<file path="config.mk">
export PLATFORM = sky130hd
export DESIGN_NAME = uart_fifo_tx
export DESIGN_NICKNAME = d
export VERILOG_FILES = /design/src/rtl/uart_pkg.sv /design/src/rtl/uart_fifo_tx.sv
export SDC_FILE = /design/constraint.sdc
export NUM_CORES = 1
export LEC_CHECK = 0
export ABC_AREA = 1
export CAP_MARGIN = 20
export CELL_PAD_IN_SITES_DETAIL_PLACEMENT = 0
export CELL_PAD_IN_SITES_GLOBAL_PLACEMENT = 1
export CORE_MARGIN = 8
export CORE_UTILIZATION = 35
export CTS_CLUSTER_DIAMETER = 80
export DETAILED_ROUTE_END_ITERATION = 8
export GPL_TIMING_DRIVEN = 0
export PLACE_DENSITY = 0.8
export SYNTH_ARGS = -nofsm -noshare
export SYNTH_HDL_FRONTEND = slang
export SYNTH_SLANG_ARGS = --single-unit
</file>
<file path="constraint.sdc">
create_clock -name clk -period 3.7 [get_ports clk]
set_input_delay 0.37 -clock clk [delete_from_list [all_inputs] [get_ports clk]]
set_output_delay 0.37 -clock clk [all_outputs]
set_load 0.1 [all_outputs]
</file>
<file path="src/rtl/uart_pkg.sv">
// Shared UART definitions: transmitter state encoding, default line settings
// and the bit-period helper used by both the TX and RX sides.
package uart_pkg;

    localparam int unsigned DEFAULT_CLK_FREQ = 16_000_000;
    localparam int unsigned DEFAULT_BAUD     = 115_200;

    typedef enum logic [2:0] {
        IDLE  = 3'd0,
        FETCH = 3'd1,
        LOAD  = 3'd2,
        START = 3'd3,
        DATA  = 3'd4,
        STOP  = 3'd5
    } tx_state_e;

    function automatic int unsigned uart_clks_per_bit(input int unsigned clk_freq,
                                                      input int unsigned baud);
        return clk_freq / baud;
    endfunction

endpackage

</file>
<file path="src/rtl/uart_fifo_tx.sv">
// UART 8N1/8N2 transmitter that pops one byte per frame from the TX FIFO
// (one-cycle registered read latency) with optional cts_n flow control.
module uart_fifo_tx
    import uart_pkg::*;
#(
    parameter int unsigned CLK_FREQ  = DEFAULT_CLK_FREQ,
    parameter int unsigned BAUD      = DEFAULT_BAUD,
    parameter int unsigned STOP_BITS = 1
) (
    input  logic       clk,
    input  logic       reset,
    input  logic       fifo_data_ready,
    input  logic [7:0] fifo_data,
    output logic       fifo_rd,
    input  logic       cts_n,
    output logic       tx,
    output logic       busy
);

    localparam int unsigned CLKS_PER_BIT = uart_clks_per_bit(CLK_FREQ, BAUD);
    localparam int unsigned CNT_W        = $clog2(CLKS_PER_BIT);
    localparam logic [CNT_W-1:0] CNT_MAX = CNT_W'(CLKS_PER_BIT - 1);
    localparam logic STOP_LAST           = 1'(STOP_BITS - 1);

    if (STOP_BITS != 1 && STOP_BITS != 2) begin : g_bad_stop_bits
        $error("uart_fifo_tx: STOP_BITS must be 1 or 2");
    end
    if (CLKS_PER_BIT < 4) begin : g_bad_baud
        $error("uart_fifo_tx: CLK_FREQ/BAUD must be at least 4");
    end

    tx_state_e        state, state_next;
    logic [CNT_W-1:0] cnt, cnt_next;
    logic [2:0]       bit_idx, bit_idx_next;
    logic             stop_cnt, stop_cnt_next;
    logic [7:0]       shreg, shreg_next;
    logic             tx_next, busy_next, rd_next;
    logic             cts_meta, cts_s;
    logic             baud_wrap;

    assign baud_wrap = (cnt == CNT_MAX);

    // State, datapath and registered outputs
    always_ff @(posedge clk) begin
        if (reset) begin
            state    <= IDLE;
            cnt      <= '0;
            bit_idx  <= '0;
            stop_cnt <= 1'b0;
            shreg    <= '0;
            tx       <= 1'b1;
            busy     <= 1'b0;
            fifo_rd  <= 1'b0;
            cts_meta <= 1'b0;
            cts_s    <= 1'b0;
        end else begin
            state    <= state_next;
            cnt      <= cnt_next;
            bit_idx  <= bit_idx_next;
            stop_cnt <= stop_cnt_next;
            shreg    <= shreg_next;
            tx       <= tx_next;
            busy     <= busy_next;
            fifo_rd  <= rd_next;
            cts_meta <= cts_n;
            cts_s    <= cts_meta;
        end
    end

    // Next-state and next-output logic
    always_comb begin
        state_next    = state;
        cnt_next      = cnt;
        bit_idx_next  = bit_idx;
        stop_cnt_next = stop_cnt;
        shreg_next    = shreg;

        case (state)
            IDLE: begin
                cnt_next      = '0;
                bit_idx_next  = '0;
                stop_cnt_next = 1'b0;
                if (fifo_data_ready && !cts_s) begin
                    state_next = FETCH;
                end
            end
            FETCH: state_next = LOAD;
            LOAD: begin
                shreg_next = fifo_data;
                state_next = START;
            end
            START: begin
                cnt_next = baud_wrap ? '0 : cnt + CNT_W'(1);
                if (baud_wrap) begin
                    state_next = DATA;
                end
            end
            DATA: begin
                cnt_next = baud_wrap ? '0 : cnt + CNT_W'(1);
                if (baud_wrap) begin
                    shreg_next = {1'b0, shreg[7:1]};
                    if (bit_idx == 3'd7) begin
                        state_next = STOP;
                    end else begin
                        bit_idx_next = bit_idx + 3'd1;
                    end
                end
            end
            STOP: begin
                cnt_next = baud_wrap ? '0 : cnt + CNT_W'(1);
                if (baud_wrap) begin
                    if (stop_cnt == STOP_LAST) begin
                        state_next = IDLE;
                    end else begin
                        stop_cnt_next = stop_cnt + 1'b1;
                    end
                end
            end
            default: state_next = IDLE;
        endcase

        // Outputs follow the state being entered so they stay registered
        rd_next   = (state_next == FETCH);
        busy_next = (state_next != IDLE);
        case (state_next)
            START:   tx_next = 1'b0;
            DATA:    tx_next = shreg_next[0];
            default: tx_next = 1'b1;
        endcase
    end

endmodule

</file>
==> metrics, run 1 <==
Mapped Avg Cell Area=7.23 sq um; routed vias/inst=4.81; critical path class=register to output pin; GRT overflow=0; maximum clock path buffer count=2; critical path arrival=1.73 ns; # rows=22; Async SR Flop Fraction=0%; FF+latch count, synth=27; cells along the critical path=clkdlybuf4s50_1; Syn Inst Count=188; CP Launch Type=register; max cap viols=0; RSZ-0062 raised after global routing=false; commonest non-fill, non-tap cells in the layout=52 x nand2_1, 27 x dfxtp_1, 19 x inv_1; placed insts=250; Setup TNS=0 ns; ys flop type=dfxtp_1; Power Dens Cells=381 nW/um^2; HPWL Detailed=2180 um; slowest stage cell, crit path=clkdlybuf4s50_1; initial antenna violation count=0; vias in the first global route=1149; syn_nets=204; final net count=223; root buffer selected by CTS=clkbuf_8; Synth-to-Final Area Change=18.3%; largest net degree at the start of global routing=17; overall routing resource usage=9.92%; GPL Wtd Cong=0.809; WL/cell=11.0 um; most common cell after layout, fill and taps aside=nand2_1; Synth Cell Area=1360 sq um; die area=6130 sq um; Die H=78.3 um; htree depth=1; Tcrit/Tclk final=56.8%; Finish-stage setup viols=0; Post-synth EDFFs=0; Inserted Diodes=0; clock latency on the worst-skew pair=0.27 ns; layout cell share with drive strength beyond 1=9.22%; first-pass iteration count of the detailed router=4; Clock Sinks=27; Post-DP Area=1560 sq um; Layout Skew=0.00291 ns; Post-Layout Inst Area=1610 sq um; Leakage=0.669 nW; Post-Route WL=2800 um; Max-slew headroom=35.4%; status=finished clean; drc violations=0; Final Non-Filler Cells=254; Die Width=78.3 um; # IOs=15; Slew Limit Fails=0; minimum clock period=2.10 ns; Final Hold Viols=0; core area=3690 sq um; Worst Max-Slew Pin Slew=0.966 ns; Crit Path Max Fanout=1; max incr delay on CP=1.13 ns; vias=1223; worst path bufs/invs=1; cts bufs inserted=3; # hold bufs at CTS=0; Crit path required time=3.33 ns; Clock Pin Slew Worst Setup and Hold Paths=0.10 ns; CTS tree=built; post-CTS setup buffers=0; YS warnings=0; first-pass GRT wire length=5060 um; Post-CTS Resized=0; Crit path max-delay family=buffers and inverters; Worst VDD drop=0.132 mV; fmax=0.476 GHz; Distinct cells, synth=27; Crit. End Element=output pin; port bufs=14; min-delay worst type=register to register; Initial Utilization=36.8%; part of the Yosys area used for sequential elements=39.8%; Starting DRT DRC Count=68; ANT nets after route=0
flip-flops by register name, summed over array words and instances, names as in the netlist:
| name | count |
|---|---|
| bit_idx | 3 |
| busy | 1 |
| cnt | 8 |
| cts_meta | 1 |
| cts_s | 1 |
| fifo_rd | 1 |
| shreg | 8 |
| state | 3 |
| tx | 1 |
through the flow:
step                utilization (%)  hold WS (ns)  setup slack [ns]  power [mW]
CTS                            43.6         0.410              1.58       0.620
finish                         43.6         0.410              1.60       0.613
global placement               42.3         0.396              1.89       0.447
floorplan                         -         0.388              2.36       0.411
detailed placement             42.3         0.396              1.90       0.447
global route                   43.6         0.423              1.55       0.650
routing by layer:
layer  vias to the layer above  share of wire (%)  track usage (%)
met4                         0                2.3             6.11
met3                         5                3.9             1.48
met2                        21                 45             15.4
met5                         -                  0                0
li1                        651                  -                -
met1                       546                 49             12.6
cell type report:
cell class              count  area, sq um
plain buffers               2         7.51
flip-flops and latches     27          541
clock buffers               3         41.3
fillers                   386         2080
multi-input cells         137          728
inverters                  22         82.6
repair buffers             14          140
well taps                  48         60.1
clock inverters             1         7.51
final timing paths:
kind,startpoint,to,slack (ns),cells past startpoint
worst min register to register,cts_meta,cts_s,0.41,2
worst max register to register,cnt[0],tx,2.20,9
worst max-delay path,busy,busy,1.60,1
worst min-delay path,cts_meta,cts_s,0.41,2
cells by family (layout without fill, tap and decap cells):
family	count (synthesis)	count (layout)	share of synthesized area, %
xor+xnor	1	1	0.645
simple gates	100	100	35.0
fa+ha+maj	4	4	3.68
buf+inv	24	42	6.63
compound gates	32	32	14.3
flops	27	27	39.8
synth_stat cells (2+ instances only):
master | instances | area [sq um]
dfxtp_1 | 27 | 541
a22oi_1 | 2 | 15.0
nor2_1 | 16 | 60.1
inv_1 | 19 | 71.3
nand3_2 | 2 | 20.0
ha_1 | 4 | 50.1
a21oi_1 | 12 | 60.1
clkbuf_1 | 2 | 7.51
nand2_1 | 52 | 195
nor2_4 | 2 | 22.5
inv_2 | 3 | 11.3
nand2_4 | 2 | 22.5
nor3_1 | 3 | 15.0
o21ai_0 | 8 | 40.0
nand3_1 | 15 | 75.1
nor2_2 | 3 | 18.8
a31oi_1 | 6 | 37.5
report_power, final:
group	internal, mW	switching, mW	leakage (nW)	total [mW]
clock	0.0765	0.0975	0.0217	0.174
sequential	0.308	0.0106	0.220	0.318
combinational	0.0416	0.0787	0.427	0.120
(Power assumes the default switching activity.)
==> run 2, diff against run 1 <==
Settings changed: PLACE_DENSITY 0.8 to 0.82.
Clock period 3.7 ns to 1.8 ns, I/O delays scaled along.
==> run 2 against run 1 <==
Against the previous run: flip-flop and latch count unchanged; register-to-register slack got worse by 2.0 ns; final area down 0.23%; wire length rose by 2.3%; sequential share of layout area grew 0.079 points; core utilization down 0.10 points; via count up 2.9%; hold slack worse by 0.0026 ns; final cell count did not move; power up 100%.
==> metrics, run 2 (same netlist as run 1, synthesis figures left out) <==
status=finished clean; cts bufs inserted=3; Final Hold Viols=0; port bufs=14; setup slack, reg-to-reg=0.25 ns; Post-Route WL=2860 um; Slew Limit Fails=0; Worst setup startpoint=fifo_rd; Clock Power Share=28.4%; first-pass GRT wire length=5300 um; GPL Wtd Cong=0.849; Inserted Diodes=0; most common cell after layout, fill and taps aside=nand2_1; final net count=223; CP Launch Type=register; core area=3690 sq um; overall routing resource usage=10.4%; Starting DRT DRC Count=92; # hold bufs at CTS=0; RSZ-0062 raised after global routing=false; Flop pwr share=52.2%; Crit path required time=1.62 ns; htree depth=1; max cap viols=0; Power Dens Cells=782 nW/um^2; largest net degree at the start of global routing=17; Die Width=78.3 um; Filler cells=395; register cell area after layout=541 sq um; min-delay worst type=register to register; HPWL Detailed=2140 um; Crit Path Max Fanout=1; commonest non-fill, non-tap cells in the layout=52 x nand2_1, 27 x dfxtp_1, 19 x inv_1; max incr delay on CP=0.84 ns; routed vias/inst=4.95; Initial Utilization=36.8%; Tcrit/Tclk final=89.9%; Crit. End Element=output pin; first-pass iteration count of the detailed router=4; worst path bufs/invs=1; Crit path max-delay family=buffers and inverters; GRT overflow=0; Worst Max-Slew Pin Slew=0.955 ns; cells along the critical path=dlygate4sd2_1; slowest stage cell, crit path=dlygate4sd2_1; Crit path depth=1; Setup TNS=0 ns; maximum clock path buffer count=2; # rows=22; vias=1258; Synth-to-Final Area Change=18.0%; critical path class=register to output pin; Die H=78.3 um; drc violations=0; crit path to=fifo_rd; Finish-stage setup viols=0; # IOs=15; ANT nets after route=0; Layout Utilization=43.5%; switching portion of total power=30.6%; CTS tree=built; layout cell share with drive strength beyond 1=9.22%; die area=6130 sq um; Largest regs=cnt: 8 flops, shreg: 8 flops; reg-to-reg critical path endpoint=tx; switching power=384 uW; Comb pwr share=19.4%; Clock Sinks=27; Worst VDD drop=0.435 mV; cell-internal power=871 uW; fmax=0.618 GHz; Leakage=0.674 nW; Clock Pin Slew Worst Setup and Hold Paths=0.09 ns; multi-input logic area=728 sq um; Reg2Reg Depth=9; WL/cell=11.3 um; Max-slew headroom=36.6%; Layout Skew=0.00328 ns; Reg2Reg Launch Point=cnt[0]; vias in the first global route=1231; clock latency on the worst-skew pair=0.28 ns; minimum clock period=1.62 ns; initial antenna violation count=0; critical path arrival=1.44 ns; root buffer selected by CTS=clkbuf_8
==> run 2: changes by cell type in the layout (fill, tap and decap cells not counted) <==
cell	previous run	this run
clkdlybuf4s50_1	14	11
dlygate4sd2_1	0	3
==> run 2: power groups by stage <==
stage	logic, mW	clock network, mW	registers (mW)
floorplan	0.129	0	0.715
global placement	0.249	0	0.668
detailed placement	0.249	0	0.669
CTS	0.245	0.369	0.655
global route	0.275	0.390	0.660
finish	0.244	0.357	0.655
==> run 2: what timing repair did <==
item                                    4_1_cts  5_1_grt
endpoints found under the setup margin        3        0
gates resized for setup                       3        0
buffers inserted                              0        0
==> run 2: worst min-delay path by stage <==
stage | start | endpoint | slack [ns] | depth (start not counted)
CTS | cts_n | cts_meta | 0.40 | 3
global placement | cts_meta | cts_s | 0.40 | 2
global route | cts_meta | cts_s | 0.42 | 2
detailed placement | cts_meta | cts_s | 0.40 | 2
floorplan | cts_n | cts_meta | 0.29 | 2
finish | cts_meta | cts_s | 0.41 | 2
==> run 2: worst register-to-register path, cell delays in order, from the launching register on <==
cell and delay, ns:
dfxtp_1 0.41, ha_1 0.21, nand2_1 0.07, nor2_2 0.15, nand2_4 0.13, nand2_1 0.08, nand3_1 0.10, nor2_1 0.17
nand3_1 0.10, nand3_1 0.07
==> run 2: routing by layer <==
layer | track usage [%] | vias up | routed length (um)
met3 | 1.48 | 9 | 84
met4 | 7.04 | 0 | 110
met5 | 0 | - | 0
met2 | 16.2 | 30 | 1280
li1 | - | 654 | -
met1 | 13.1 | 565 | 1380
==> run 2: cell type report <==
| class | count | share of cell area [%] |
|---|---|---|
| buffer | 2 | 0.468 |
| clock buffer | 3 | 2.57 |
| clock inverter | 1 | 0.468 |
| inverter | 22 | 5.15 |
| multi-input combinational | 137 | 45.4 |
| sequential | 27 | 33.7 |
| tap | 48 | 3.74 |
| timing repair buffer | 14 | 8.50 |
==> run 2: stage by stage <==
stage	worst slack, ns	instance area [sq um]	instances	hold slack, ns	total power, mW
after floorplan	0.462	1360	188	0.287	0.844
after global placement	0.181	1560	250	0.396	0.917
after detailed placement	0.198	1560	250	0.396	0.917
after CTS	0.163	1600	254	0.401	1.27
after global routing	0.0570	1600	254	0.419	1.33
final	0.181	1600	254	0.407	1.26
==> run 3, diff against run 2 <==
Settings changed: PLACE_DENSITY 0.82 to 0.8, SKIP_LAST_GASP set to 1.
Clock period 1.8 ns to 1.5 ns, I/O delays scaled along.
==> run 3 against run 2 <==
Against the previous run: flip-flop and latch count did not move; critical path depth rose by 8; combinational power is 39% higher; via count grew 1.6%; wire length rose by 8.2%; final cell count grew 3.5%; hold slack worse by 0.033 ns; core utilization up 3.3 points; die area is the same; first-iteration DRC count down 15%.
==> metrics, run 3 (same netlist as run 1, synthesis figures left out) <==
vias in the first global route=1209; port bufs=14; status=finished clean; initial antenna violation count=0; Clock Sinks=27; cells along the critical path=inv_2 > ha_4 > nand2_1 > nor2_4 > nand2_4 > nor2_8 > nor2_4 > a22oi_2 > nor2_1; Slew Limit Fails=0; root buffer selected by CTS=clkbuf_8; Reg2Reg Depth=9; Post-DP Area=1560 sq um; most used cell, CP=nor2_4; GRT overflow=0; drc violations=0; Worst setup startpoint=cnt[1]; setup slack, reg-to-reg=0.1 ns; Worst VDD drop=0.331 mV; fmax=0.713 GHz; first-pass GRT wire length=5380 um; Reg2Reg Launch Point=cnt[1]; Finish-stage setup viols=0; core area=3690 sq um; Initial Utilization=36.8%; # rows=22; Leakage=0.723 nW; Layout Skew=0.00254 ns; ANT nets after route=0; routed vias/inst=4.86; critical path arrival=1.56 ns; CTS tree=built; HPWL Detailed=2180 um; RSZ-0062 raised after global routing=true; Final Hold Viols=0; critical path class=register to register; Crit Path Max Fanout=7; slowest stage cell, crit path=dfxtp_2; min-delay worst type=input port to register; Synth-to-Final Area Change=27.1%; reg-to-reg critical path endpoint=shreg[7]; CP Launch Type=register; max cap viols=0; vias=1278; Crit path required time=1.66 ns; final net count=232; max incr delay on CP=0.34 ns; Post-Layout Inst Area=1730 sq um; overall routing resource usage=10.5%; die area=6130 sq um; minimum clock period=1.40 ns; maximum clock path buffer count=2; Starting DRT DRC Count=78; Crit. End Element=register; Largest regs=cnt: 8 flops, shreg: 8 flops; Clock Pin Slew Worst Setup and Hold Paths=0.10 ns; Power Dens Cells=905 nW/um^2; cts bufs inserted=3; layout cell share with drive strength beyond 1=20.0%; commonest non-fill, non-tap cells in the layout=52 x nand2_1, 23 x dfxtp_1, 17 x inv_1; Inserted Diodes=0; Tcrit/Tclk final=93.5%; WL/cell=11.8 um; htree depth=1; final hold slack=0.374 ns; first-pass iteration count of the detailed router=4; Die Width=78.3 um; # hold bufs at CTS=0; # IOs=15; Setup TNS=0 ns; Post-Route WL=3100 um; Worst Max-Slew Pin Slew=0.545 ns; GPL Wtd Cong=0.809; largest net degree at the start of global routing=17; crit path to=shreg[7]; clock latency on the worst-skew pair=0.28 ns; Die H=78.3 um; Max-slew headroom=63.8%; most common cell after layout, fill and taps aside=nand2_1
## run 3: changes by cell type in the layout (fill, tap and decap cells not counted), moves of 2 or more
cell             before  now
buf_4                 0    9
dfxtp_1              27   23
dfxtp_2               0    4
clkdlybuf4s15_2       0    3
dlygate4sd2_1         3    0
inv_1                19   17
inv_2                 3    5
nor2_1               16   14
nor2_4                2    4
## run 3: routing by layer
metal	vias up	wire length [um]	GRT usage, %
met5	-	0	0
met4	0	80	6.30
met3	7	77	1.48
met2	21	1460	16.7
met1	581	1480	13.3
li1	669	-	-
## run 3: critical path: cells and delay by family, from the launching register on
family	cells	cell delay, ns
buffers and inverters	1	0.06
AO/OA/AOI/OAI	1	0.15
adder cells (fa/ha/maj)	1	0.12
flip-flops	1	0.34
AND/OR/NAND/NOR	6	0.63
## run 3: how the worst min path moves through the flow
stage	startpoint	slack (ns)	endpoint	cells past startpoint
after floorplan	cts_n	0.26	cts_meta	2
after global placement	cts_meta	0.40	cts_s	2
after detailed placement	cts_meta	0.40	cts_s	2
after CTS	cts_n	0.37	cts_meta	3
after global routing	cts_n	0.42	cts_meta	3
final	cts_n	0.37	cts_meta	3
## run 3: metrics by stage
| step | std cells | util (%) | setup WS [ns] | power, mW |
|---|---|---|---|---|
| 2_1_floorplan | 188 | - | 0.162 | 1.01 |
| 3_3_place_gp | 250 | 42.3 | -0.0899 | 1.10 |
| 3_5_place_dp | 250 | 42.3 | -0.0840 | 1.10 |
| 4_1_cts | 260 | 45.4 | 0.0303 | 1.53 |
| 5_1_grt | 263 | 46.8 | -0.0332 | 1.65 |
| 6_report | 263 | 46.8 | 0.0978 | 1.56 |
## run 3: cell type report
cell class	count	area, sq um
plain buffers	2	7.51
clock buffers	3	41.3
clock inverters	1	7.51
fillers	387	1960
inverters	22	82.6
multi-input cells	137	771
flip-flops and latches	27	546
well taps	48	60.1
repair buffers	23	211
## run 3: timing repair
action                     4_1_cts  5_1_grt
setup endpoints to repair        6       16
pin swaps                        5        5
buffers inserted                 6        3
hold endpoints to repair         0        0
resized for setup               15       10
## run 3: power by group
| part | internal [mW] | leakage (nW) | total, mW | switching (mW) |
|---|---|---|---|---|
| combinational | 0.126 | 0.479 | 0.338 | 0.211 |
| clock | 0.189 | 0.0217 | 0.438 | 0.249 |
| sequential | 0.761 | 0.222 | 0.788 | 0.0267 |
| total | 1.08 | 0.723 | 1.56 | 0.487 |
